--- src/rtl/router_pkg.sv ---
// Router-wide types and sizing shared by the allocators and the switch path.
// VC_SIZE is the downstream buffer depth, so it is also the reset credit count.
package router_pkg;

    typedef enum logic [1:0] {
        FLIT_HEAD   = 2'd0,
        FLIT_BODY   = 2'd1,
        FLIT_TAIL   = 2'd2,
        FLIT_SINGLE = 2'd3
    } flit_type_e;

    localparam int VC_SIZE    = 4;
    localparam int NUM_OVC    = 4;
    localparam int OVC_W      = $clog2(NUM_OVC);
    localparam int CREDIT_MAX = VC_SIZE;
    localparam int CREDIT_W   = $clog2(CREDIT_MAX + 1);

    // Tail and single flits both end a packet and so release its VC.
    function automatic logic flit_ends_pkt(flit_type_e t);
        return (t == FLIT_TAIL) || (t == FLIT_SINGLE);
    endfunction

endpackage

--- src/rtl/rr_arbiter.sv ---
// Round-robin arbiter: picks the first requester at or after the pointer, wrapping.
// Latency: purely combinational, zero cycles.
// Backpressure: none; the caller gates o_grant with its own resource check.
module rr_arbiter #(
    parameter int NUM_REQ = 8,
    parameter int PTR_W   = $clog2(NUM_REQ)
) (
    input  logic [NUM_REQ-1:0] i_req,
    input  logic [PTR_W-1:0]   i_ptr,
    output logic [NUM_REQ-1:0] o_grant,
    output logic               o_grant_vld
);

    logic [PTR_W-1:0] w_idx;

    always_comb begin
        o_grant     = '0;
        o_grant_vld = 1'b0;
        w_idx       = '0;
        for (int i = 0; i < NUM_REQ; i++) begin
            w_idx = PTR_W'((int'(i_ptr) + i) % NUM_REQ);
            if (!o_grant_vld && i_req[w_idx]) begin
                o_grant[w_idx] = 1'b1;
                o_grant_vld    = 1'b1;
            end
        end
    end

endmodule

--- src/rtl/ovc_allocator.sv ---
// Output-VC allocator and downstream credit tracker for one router output port.
// Latency: req sampled at edge N gives a one-cycle grant pulse at edge N+1.
// Backpressure: no grant while every OVC is owned; credits are tracked, not enforced.
module ovc_allocator #(
    parameter int NUM_REQ    = 8,
    parameter int NUM_OVC    = router_pkg::NUM_OVC,
    parameter int OVC_W      = router_pkg::OVC_W,
    parameter int CREDIT_MAX = router_pkg::CREDIT_MAX,
    parameter int CREDIT_W   = router_pkg::CREDIT_W
) (
    input  logic                         clk,
    input  logic                         rst,
    input  logic [NUM_REQ-1:0]           req,
    output logic [NUM_REQ-1:0]           grant,
    output logic [OVC_W-1:0]             grant_ovc,
    input  logic                         send_valid,
    input  logic [OVC_W-1:0]             send_ovc,
    input  logic                         send_tail,
    input  logic                         credit_valid,
    input  logic [OVC_W-1:0]             credit_ovc,
    output logic [NUM_OVC-1:0]           ovc_busy,
    output logic [NUM_OVC*CREDIT_W-1:0]  ovc_credit,
    output logic                         credit_err
);

    localparam int                PTR_W = $clog2(NUM_REQ);
    localparam logic [CREDIT_W-1:0] C_MAX = CREDIT_W'(CREDIT_MAX);

    logic [NUM_REQ-1:0]  r_grant;
    logic [OVC_W-1:0]    r_grant_ovc;
    logic [NUM_OVC-1:0]  r_busy;
    logic [PTR_W-1:0]    r_ptr;
    logic                r_err;
    logic [CREDIT_W-1:0] r_credit [NUM_OVC];

    logic [NUM_REQ-1:0]  w_eligible;
    logic [NUM_REQ-1:0]  w_arb_grant;
    logic                w_arb_vld;
    logic                w_free_any;
    logic [OVC_W-1:0]    w_free_idx;
    logic                w_alloc;
    logic [PTR_W-1:0]    w_win_idx;
    logic [PTR_W-1:0]    w_ptr_nxt;
    logic [NUM_OVC-1:0]  w_alloc_mask;
    logic [NUM_OVC-1:0]  w_rel;
    logic [NUM_OVC-1:0]  w_dec;
    logic [NUM_OVC-1:0]  w_inc;
    logic [CREDIT_W-1:0] w_credit_nxt [NUM_OVC];
    logic                w_err_nxt;

    // The requester still seeing its grant is masked so a lingering req is not re-granted.
    assign w_eligible = req & ~r_grant;

    rr_arbiter #(
        .NUM_REQ (NUM_REQ),
        .PTR_W   (PTR_W)
    ) u_arb (
        .i_req       (w_eligible),
        .i_ptr       (r_ptr),
        .o_grant     (w_arb_grant),
        .o_grant_vld (w_arb_vld)
    );

    always_comb begin
        w_free_any = 1'b0;
        w_free_idx = '0;
        for (int k = NUM_OVC - 1; k >= 0; k--) begin
            if (!r_busy[k]) begin
                w_free_any = 1'b1;
                w_free_idx = OVC_W'(k);
            end
        end
    end

    always_comb begin
        w_win_idx = '0;
        for (int i = 0; i < NUM_REQ; i++) begin
            if (w_arb_grant[i]) w_win_idx = PTR_W'(i);
        end
    end

    assign w_alloc   = w_arb_vld && w_free_any;
    assign w_ptr_nxt = (w_win_idx == PTR_W'(NUM_REQ - 1)) ? '0 : w_win_idx + 1'b1;

    always_comb begin
        w_alloc_mask = '0;
        w_rel        = '0;
        w_dec        = '0;
        w_inc        = '0;
        for (int k = 0; k < NUM_OVC; k++) begin
            w_alloc_mask[k] = w_alloc && (w_free_idx == OVC_W'(k));
            w_rel[k]        = send_valid && send_tail && (send_ovc == OVC_W'(k));
            w_dec[k]        = send_valid && (send_ovc == OVC_W'(k));
            w_inc[k]        = credit_valid && (credit_ovc == OVC_W'(k));
        end
    end

    // Underflow and overflow saturate and raise the sticky error.
    always_comb begin
        w_err_nxt = r_err;
        if (send_valid && !r_busy[send_ovc]) w_err_nxt = 1'b1;
        for (int k = 0; k < NUM_OVC; k++) begin
            w_credit_nxt[k] = r_credit[k];
            if (w_dec[k] && !w_inc[k]) begin
                if (r_credit[k] == '0) w_err_nxt = 1'b1;
                else                   w_credit_nxt[k] = r_credit[k] - 1'b1;
            end else if (w_inc[k] && !w_dec[k]) begin
                if (r_credit[k] == C_MAX) w_err_nxt = 1'b1;
                else                      w_credit_nxt[k] = r_credit[k] + 1'b1;
            end
        end
    end

    always_ff @(posedge clk) begin
        if (rst) begin
            r_grant     <= '0;
            r_grant_ovc <= '0;
            r_busy      <= '0;
            r_ptr       <= '0;
            r_err       <= 1'b0;
            for (int k = 0; k < NUM_OVC; k++) r_credit[k] <= C_MAX;
        end else begin
            r_busy   <= (r_busy & ~w_rel) | w_alloc_mask;
            r_credit <= w_credit_nxt;
            r_err    <= w_err_nxt;
            if (w_alloc) begin
                r_grant     <= w_arb_grant;
                r_grant_ovc <= w_free_idx;
                r_ptr       <= w_ptr_nxt;
            end else begin
                r_grant     <= '0;
            end
        end
    end

    assign grant      = r_grant;
    assign grant_ovc  = r_grant_ovc;
    assign ovc_busy   = r_busy;
    assign credit_err = r_err;

    for (genvar k = 0; k < NUM_OVC; k++) begin : g_credit_out
        assign ovc_credit[k*CREDIT_W +: CREDIT_W] = r_credit[k];
    end

endmodule

--- config.mk ---
export PLATFORM = sky130hd
export DESIGN_NAME = ovc_allocator
export DESIGN_NICKNAME = d
export VERILOG_FILES = /design/src/rtl/router_pkg.sv /design/src/rtl/rr_arbiter.sv /design/src/rtl/ovc_allocator.sv
export SDC_FILE = /design/constraint.sdc
export NUM_CORES = 1
export LEC_CHECK = 0
export CAP_MARGIN = 20
export CORE_MARGIN = 2
export CORE_UTILIZATION = 50
export DETAILED_ROUTE_END_ITERATION = 16
export PLACE_DENSITY = 0.78
export SYNTH_ARGS = -nofsm -noshare
export SYNTH_HDL_FRONTEND = slang
export SYNTH_SLANG_ARGS = --single-unit
--- constraint.sdc ---
create_clock -name clk -period 3.95 [get_ports clk]
set_input_delay 0.79 -clock clk [delete_from_list [all_inputs] [get_ports clk]]
set_output_delay 0.79 -clock clk [all_outputs]
set_load 0.005 [all_outputs]
# --- Yosys cells after proc, flatten, opt, wreduce, memory -nomap -nowiden ---
# Index checks and enable logic that the tools add are counted.
word_totals:
  regBits: 30
  input_bits: 17
  wordCells: 250
classes:
  n_addsub: 16
  magnitude_cmp: 17
  n_eq_ne: 22
  mux: 99
  bitwise: 13
  reduce_logical: 74
op_table:
  columns: ["op", "n"]
  rows:
  - ["$mux 3", 23]
  - ["$mux 8", 8]
  - ["$or 8x8->8", 7]
  - ["$mux 1", 47]
  - ["$logic_and 1x1->1", 42]
  - ["$lt 3x4->1 const B", 8]
  - ["$bmux 1 s3", 8]
  - ["$demux 1 s3", 8]
  - ["$ge 3x1->1 const B", 8]
  - ["$add 3x1->3 const B", 6]
  - ["$logic_not 1->1", 16]
  - ["$ne 2x2->1 const B", 8]
  - ["$eq 3x3->1 const B", 5]
  - ["$add 3x3->3 const B", 4]
  - ["$eq 2x2->1 const B", 6]
  - ["$logic_not 3->1", 4]
  - ["$reduce_and 3->1", 4]
  - ["$sub 3x1->3 const B", 4]
  - ["$and 8x8->8", 1]
  - ["$mux 2", 4]
  - ["$not 8->8", 1]
  - ["$reduce_bool 2->1", 4]
  - ["$add 3x2->3 const B", 2]
  - ["$eq 2x1->1 const B", 3]
  - ["8 further kinds", 10]

# --- Depth between registers and ports, before layout ---
# Gate-level depths: netlist of the first run.
logic_depth:
  ltp_word: 35
  ltp_mapped: 15
  depth_no_buf: 13

# --- Hierarchy ---
# From an unflattened synthesis of the first run, not the netlist that was laid out.
unflattened:
  hier_cells: 299
  area_unflattened_um2: 2761.4
by_module_without_submodules:
  columns: ["mod", "n_inst", "cells_per_inst", "area_per_inst_um2", "seq_area_each_um2"]
  rows:
  - ["ovc_allocator", 1, 192, 1691.6, 600.6]
  - ["rr_arbiter", 1, 107, 1069.8, 0.0]

# --- Least setup slack after synthesis of the first run ---
# No wires, ideal clock.
synth_path:
  kind: "reg-to-reg"
  start: "reg r_ptr[1]"
  end: "reg r_ptr[0]"
  t_arrival_ps: 3952
  required_ps: 3881
  path_slack_ps: -71
  path_stages_with_launch: 15
  period_less_slack_ps: 4021
  cell_sequence: "dfxtp_1 -> inv_2 -> ha_1 -> clkbuf_1 -> mux2i_4 -> buf_6 -> nor3_1 -> o31ai_1 -> o221ai_1 -> or4b_1 -> or2_1 -> ha_1 -> ha_1 -> or4_1 -> o21ai_1"
synth_via:
  elab_chain_cells: 33
  elab_cells_between_ends: 111
  classes_between: "8 x add/sub; 16 x order compare; 1 x eq/ne; 56 x mux; 7 x bitwise; 23 x reduce/logical"
synth_lines:
  columns: ["item", "line_no", "rtl"]
  rows:
  - ["start: declaration", "ovc_allocator.sv:32", "logic [PTR_W-1:0] r_ptr;"]
  - ["start signal: assignment", "ovc_allocator.sv:129", "r_ptr <= w_ptr_nxt;"]
  - ["branches (longest 33 deep; another with $lt 3x4->1)", null, null]
# Several ways; the timed one is not identified. The select of a mux whose other input is x is not followed.
# A chain may end at the register's enable or synchronous reset.

# --- Final worst setup path of the first run ---
layout_path:
  start: "in req[0]"
  end: "reg r_ptr[0]"
layout_via:
  elab_chain_cells: 34
  elab_cells_between_ends: 65
  classes_between: "1 x add/sub; 1 x eq/ne; 40 x mux; 8 x bitwise; 15 x reduce/logical"
layout_lines:
  columns: ["item", "line_no", "rtl"]
  rows:
  - ["start: declaration", "ovc_allocator.sv:13", "input logic [NUM_REQ-1:0] req,"]
  - ["$and 8x8->8 (*)", "ovc_allocator.sv:52", "assign w_eligible = req & ~r_grant;"]
  - ["$bmux 1 s3", "rr_arbiter.sv:22", "if (!o_grant_vld && i_req[w_idx]) begin"]
  - ["$mux 1 (implied by the code)", "rr_arbiter.sv:22", null]
  - ["$mux 1", "rr_arbiter.sv:22", null]
  - ["$logic_not 1->1", "rr_arbiter.sv:22", null]
  - ["$logic_and 1x1->1", "rr_arbiter.sv:22", null]
  - ["$mux 1", "rr_arbiter.sv:22", null]
  - ["$logic_not 1->1", "rr_arbiter.sv:22", null]
  - ["(+13 left out)", null, null]
  - ["$mux 1", "rr_arbiter.sv:22", null]
  - ["$logic_not 1->1", "rr_arbiter.sv:22", null]
  - ["$logic_and 1x1->1", "rr_arbiter.sv:22", null]
  - ["$mux 8", "rr_arbiter.sv:22", null]
  - ["$mux 1", "ovc_allocator.sv:78", "if (w_arb_grant[i]) w_win_idx = PTR_W'(i);"]
  - ["$mux 3 (6 in a row)", "ovc_allocator.sv:78", null]
  - ["$add 3x1->3 / $eq 3x3->1 (equally long branches)", "ovc_allocator.sv:83", "assign w_ptr_nxt = (w_win_idx == PTR_W'(NUM_REQ - 1)) ? '0 : w_win_idx + 1'b1;"]
  - ["$mux 3", "ovc_allocator.sv:83", null]
# Every way passes the cells marked *; elsewhere a longest branch is shown, timed or not. The select of a mux whose other input is x is not followed.

==> results.md, run 1 <==
* Status: complete, no violations
* Diode count at 0
* Worst-margin pin slew at 0.618 ns
* Syn. warnings at 0
* Fmax at between 200 and 300 MHz
* Synth cell types at 62
* Sequential-to-total area share from yosys stat at 0.205
* Root buffer cell: clkbuf_8
* Synth Flop Type: dfxtp_1
* Cell row count at 27
* Drt total wl at between 9000 and 10000 µm
* Vias per Instance at about 6.3
* Vias in the first global route at just over 3000
* IO Port Bufs at 43
* Placer Congestion at about 0.99
* Antenna Violating Nets Remaining at 0
* WP data arrival at 4.14 ns
* Core outline area at about 5600 µm²
* Placed instance area at around 3800 µm²
* Crit Path Category: in2reg
* Clk_lat worst skew at about 0.28 ns
* Mapped Area at approximately 2900 µm²
* Reg clk slew, reported paths at ~0.060 ns
* Post-DP HPWL at between 7000 and 8000 µm
* Tmin final at between 3 and 4 ns
* Pleak at 1.64 nW
* VDD IR-drop max at between 0.0005 and 0.0006 V
* Final worst slack at about 0.031 ns
* Gr usage total at 0.296
* Core Util, Final at 0.740
* Syn nets at roughly 380
* Fillers at 425
* Skew final at between 0.005 and 0.006 ns
* Number of synthesized flops with an enable pin at 0
* Die Span X at about 80 µm
* Final Max Tran Viols at 0
* Finished Layout Cells at between 500 and 600
* Final setup violation count at 0
* Placed cells at between 400 and 500
* Fin nets at 476
* Grt total ovfl at 0
* Syn Area/Cell at about 8.7 µm²
* Post-Synthesis Cells at 338
* IO Pins at between 40 and 50
* Routed len/inst at around 19 µm
* Period utilisation layout at 0.992
* Crit-path max FO at 7
* Critical path endpoint category: register
* TritonCTS clock tree: built
* CP required at between 4 and 5 ns
* Largest net degree at the start of global routing at 21
* Drt initial violations at 273
* Power Density at around 810 nW/µm²
* Worst rel slew slack at 0.584
* Share of layout cells above drive strength 1 at 0.333
* Design Area, Final at between 4000 and 5000 µm²
* Initial Util at 0.525
* Die area at ~6500 µm²
* Worst-case clock buffer depth at 2
* Maxcap violations at 0
* Startpoint types: input pin
* Area delta synth->final at 41.0%
* H-tree Lvls at 2
* Async SR Flop Fraction at 0
* Antenna violations before repair at 0
* DRT Pass-1 Iters at 5
* Fin. Hold Viols at 0
* Dpl ws at -0.681 ns
* Final routed DRC violation total at 0
* Hold Crit Class: reg2reg
* Clock sink count at 30
* FF+latch count, synth at 30
* TritonCTS Buffers at 5
* Die height at 80.5 µm
* First-pass GRT wire length at ~15000 µm
* Cts hold-fix bufs at 0
* Vias at 3194
[cells in the mapped netlist (7+ instances only)]
cell / number / area share
nand3_1: 13 / 0.022
o21ai_0: 7 / 0.012
dfxtp_1: 30 / 0.21
ha_1: 16 / 0.068
mux2i_1: 10 / 0.034
nor2_1: 34 / 0.044
a21oi_1: 17 / 0.029
inv_1: 24 / 0.031
mux4_2: 14 / 0.11
nand2_1: 27 / 0.035
nand2b_1: 8 / 0.017
nor3_1: 8 / 0.014
clkbuf_1: 7 / 0.0090
[through the flow]
step                      TNS (ns)  hold slack, ns  total power, mW
after floorplan                  0           0.506             1.77
after global placement       -1.28           0.502             2.68
after detailed placement     -1.27           0.536             2.68
after CTS                        0           0.546             3.00
after global routing       -0.0199           0.582             3.53
final                            0           0.543             3.34
[power by group]
group | internal (mW) | leakage, nW | switching [mW]
registers | 0.362 | 0.246 | 0.0563
logic | 1.37 | 1.35 | 1.33
clock network | 0.118 | 0.0438 | 0.111
[registers in the layout, indices dropped and copies added (netlist names)]
signal and count:
credit_err 1, grant 8, ovc_busy 4, r_ptr 3
grant_ovc 2, ovc_credit 12
[path summary, 6_finish.rpt]
kind              depth (start not counted)       endpoint  slack (ns)           from
hold reg to reg                           2  ovc_credit[4]        0.54  ovc_credit[4]
hold / removal                            2  ovc_credit[4]        0.54  ovc_credit[4]
setup reg to reg                         13       r_ptr[0]        0.06       r_ptr[1]
setup / recovery                         13       r_ptr[0]        0.03         req[0]
[per-layer routing]
| layer | wire length [µm] | share of wire | track usage |
|---|---|---|---|
| met5 | 0 | 0 | 0 |
| met4 | 492 | 0.052 | 0.163 |
| met3 | 553 | 0.058 | 0.0326 |
| met2 | 4800 | 0.51 | 0.547 |
| met1 | 3610 | 0.38 | 0.326 |
[kinds of logic after synthesis]
family          Yosys count  share of synthesized area
compound gates           78                      0.189
buf+inv                  40                     0.0624
mux                      34                      0.188
flops                    30                      0.205
xor+xnor                 12                     0.0411
simple gates            124                      0.218
fa+ha+maj                20                     0.0958
[critical path: stages]
cell and delay (ns):
clkbuf_2 0.08, nand2b_1 0.13, mux4_2 0.53, mux2i_4 0.33, nor3_2 0.11, o31ai_2 0.30, o221ai_2 0.15, or4b_4 0.50
or2_1 0.25, ha_2 0.19, ha_4 0.15, or4_4 0.52, o21ai_2 0.11
[cell type report]
cell class | count | area (µm²) | share of cell area
clock buffer | 5 | 68.8 | 0.0167
clock inverter | 2 | 10.0 | 0.00243
inverter | 26 | 97.6 | 0.0237
multi-input combinational | 268 | 2360 | 0.572
sequential | 30 | 603 | 0.146
tap | 72 | 90.1 | 0.0218
timing repair buffer | 108 | 895 | 0.217
[cells in the final DEF, fill, tap and decap left out, types with 3 or more instances in the layout]
cell type / count
a32oi_1: 4
clkbuf_8: 5
nor3_1: 6
nand3_1: 13
xor2_1: 6
mux2i_2: 3
dfxtp_1: 28
o31ai_1: 3
clkbuf_2: 8
buf_4: 63
mux2_1: 4
nand2_1: 25
mux2i_1: 7
a211oi_1: 5
nand4_1: 3
fa_1: 4
clkdlybuf4s50_1: 35
o221ai_2: 3
nand3b_1: 3
nand2b_4: 6
xnor2_1: 3
ha_1: 13
mux4_2: 14
o21ai_0: 6
a31oi_1: 5
nor2b_1: 5
a21oi_1: 17
nor2_1: 34
mux2_2: 3
o21bai_1: 3
nor4_1: 3
and3_1: 6
inv_1: 24
a311oi_1: 3
[what timing repair did]
action / CTS / global route
resized for setup: 21 / 46
pin swaps: 7 / 15
setup endpoints to repair: 2 / 2
buffers inserted: 2 / 5
Note: power is estimated with default switching activity, not from simulation.
==> run 2, diff against run 1 <==
--- a/constraint.sdc
+++ b/constraint.sdc
@@ -3,2 +3,2 @@
 set_output_delay 0.79 -clock clk [all_outputs]
-set_load 0.005 [all_outputs]
+set_load 0.02 [all_outputs]
==> results of run 2 <==
The final DEF is identical to that of run 1. Status: complete, no violations.
Main changes from that run: total power 3.34 mW -> 3.39 mW; worst IR drop on VDD 0.000575 V -> 0.000577 V
==> run 3, diff against run 2 <==
Settings changed: CAP_MARGIN 20 to 40.
==> results of run 3 <==
The final DEF is identical to that of run 1. Status: complete, no violations.
Main changes from that run: total power 3.34 mW -> 3.39 mW; worst IR drop on VDD 0.000575 V -> 0.000577 V
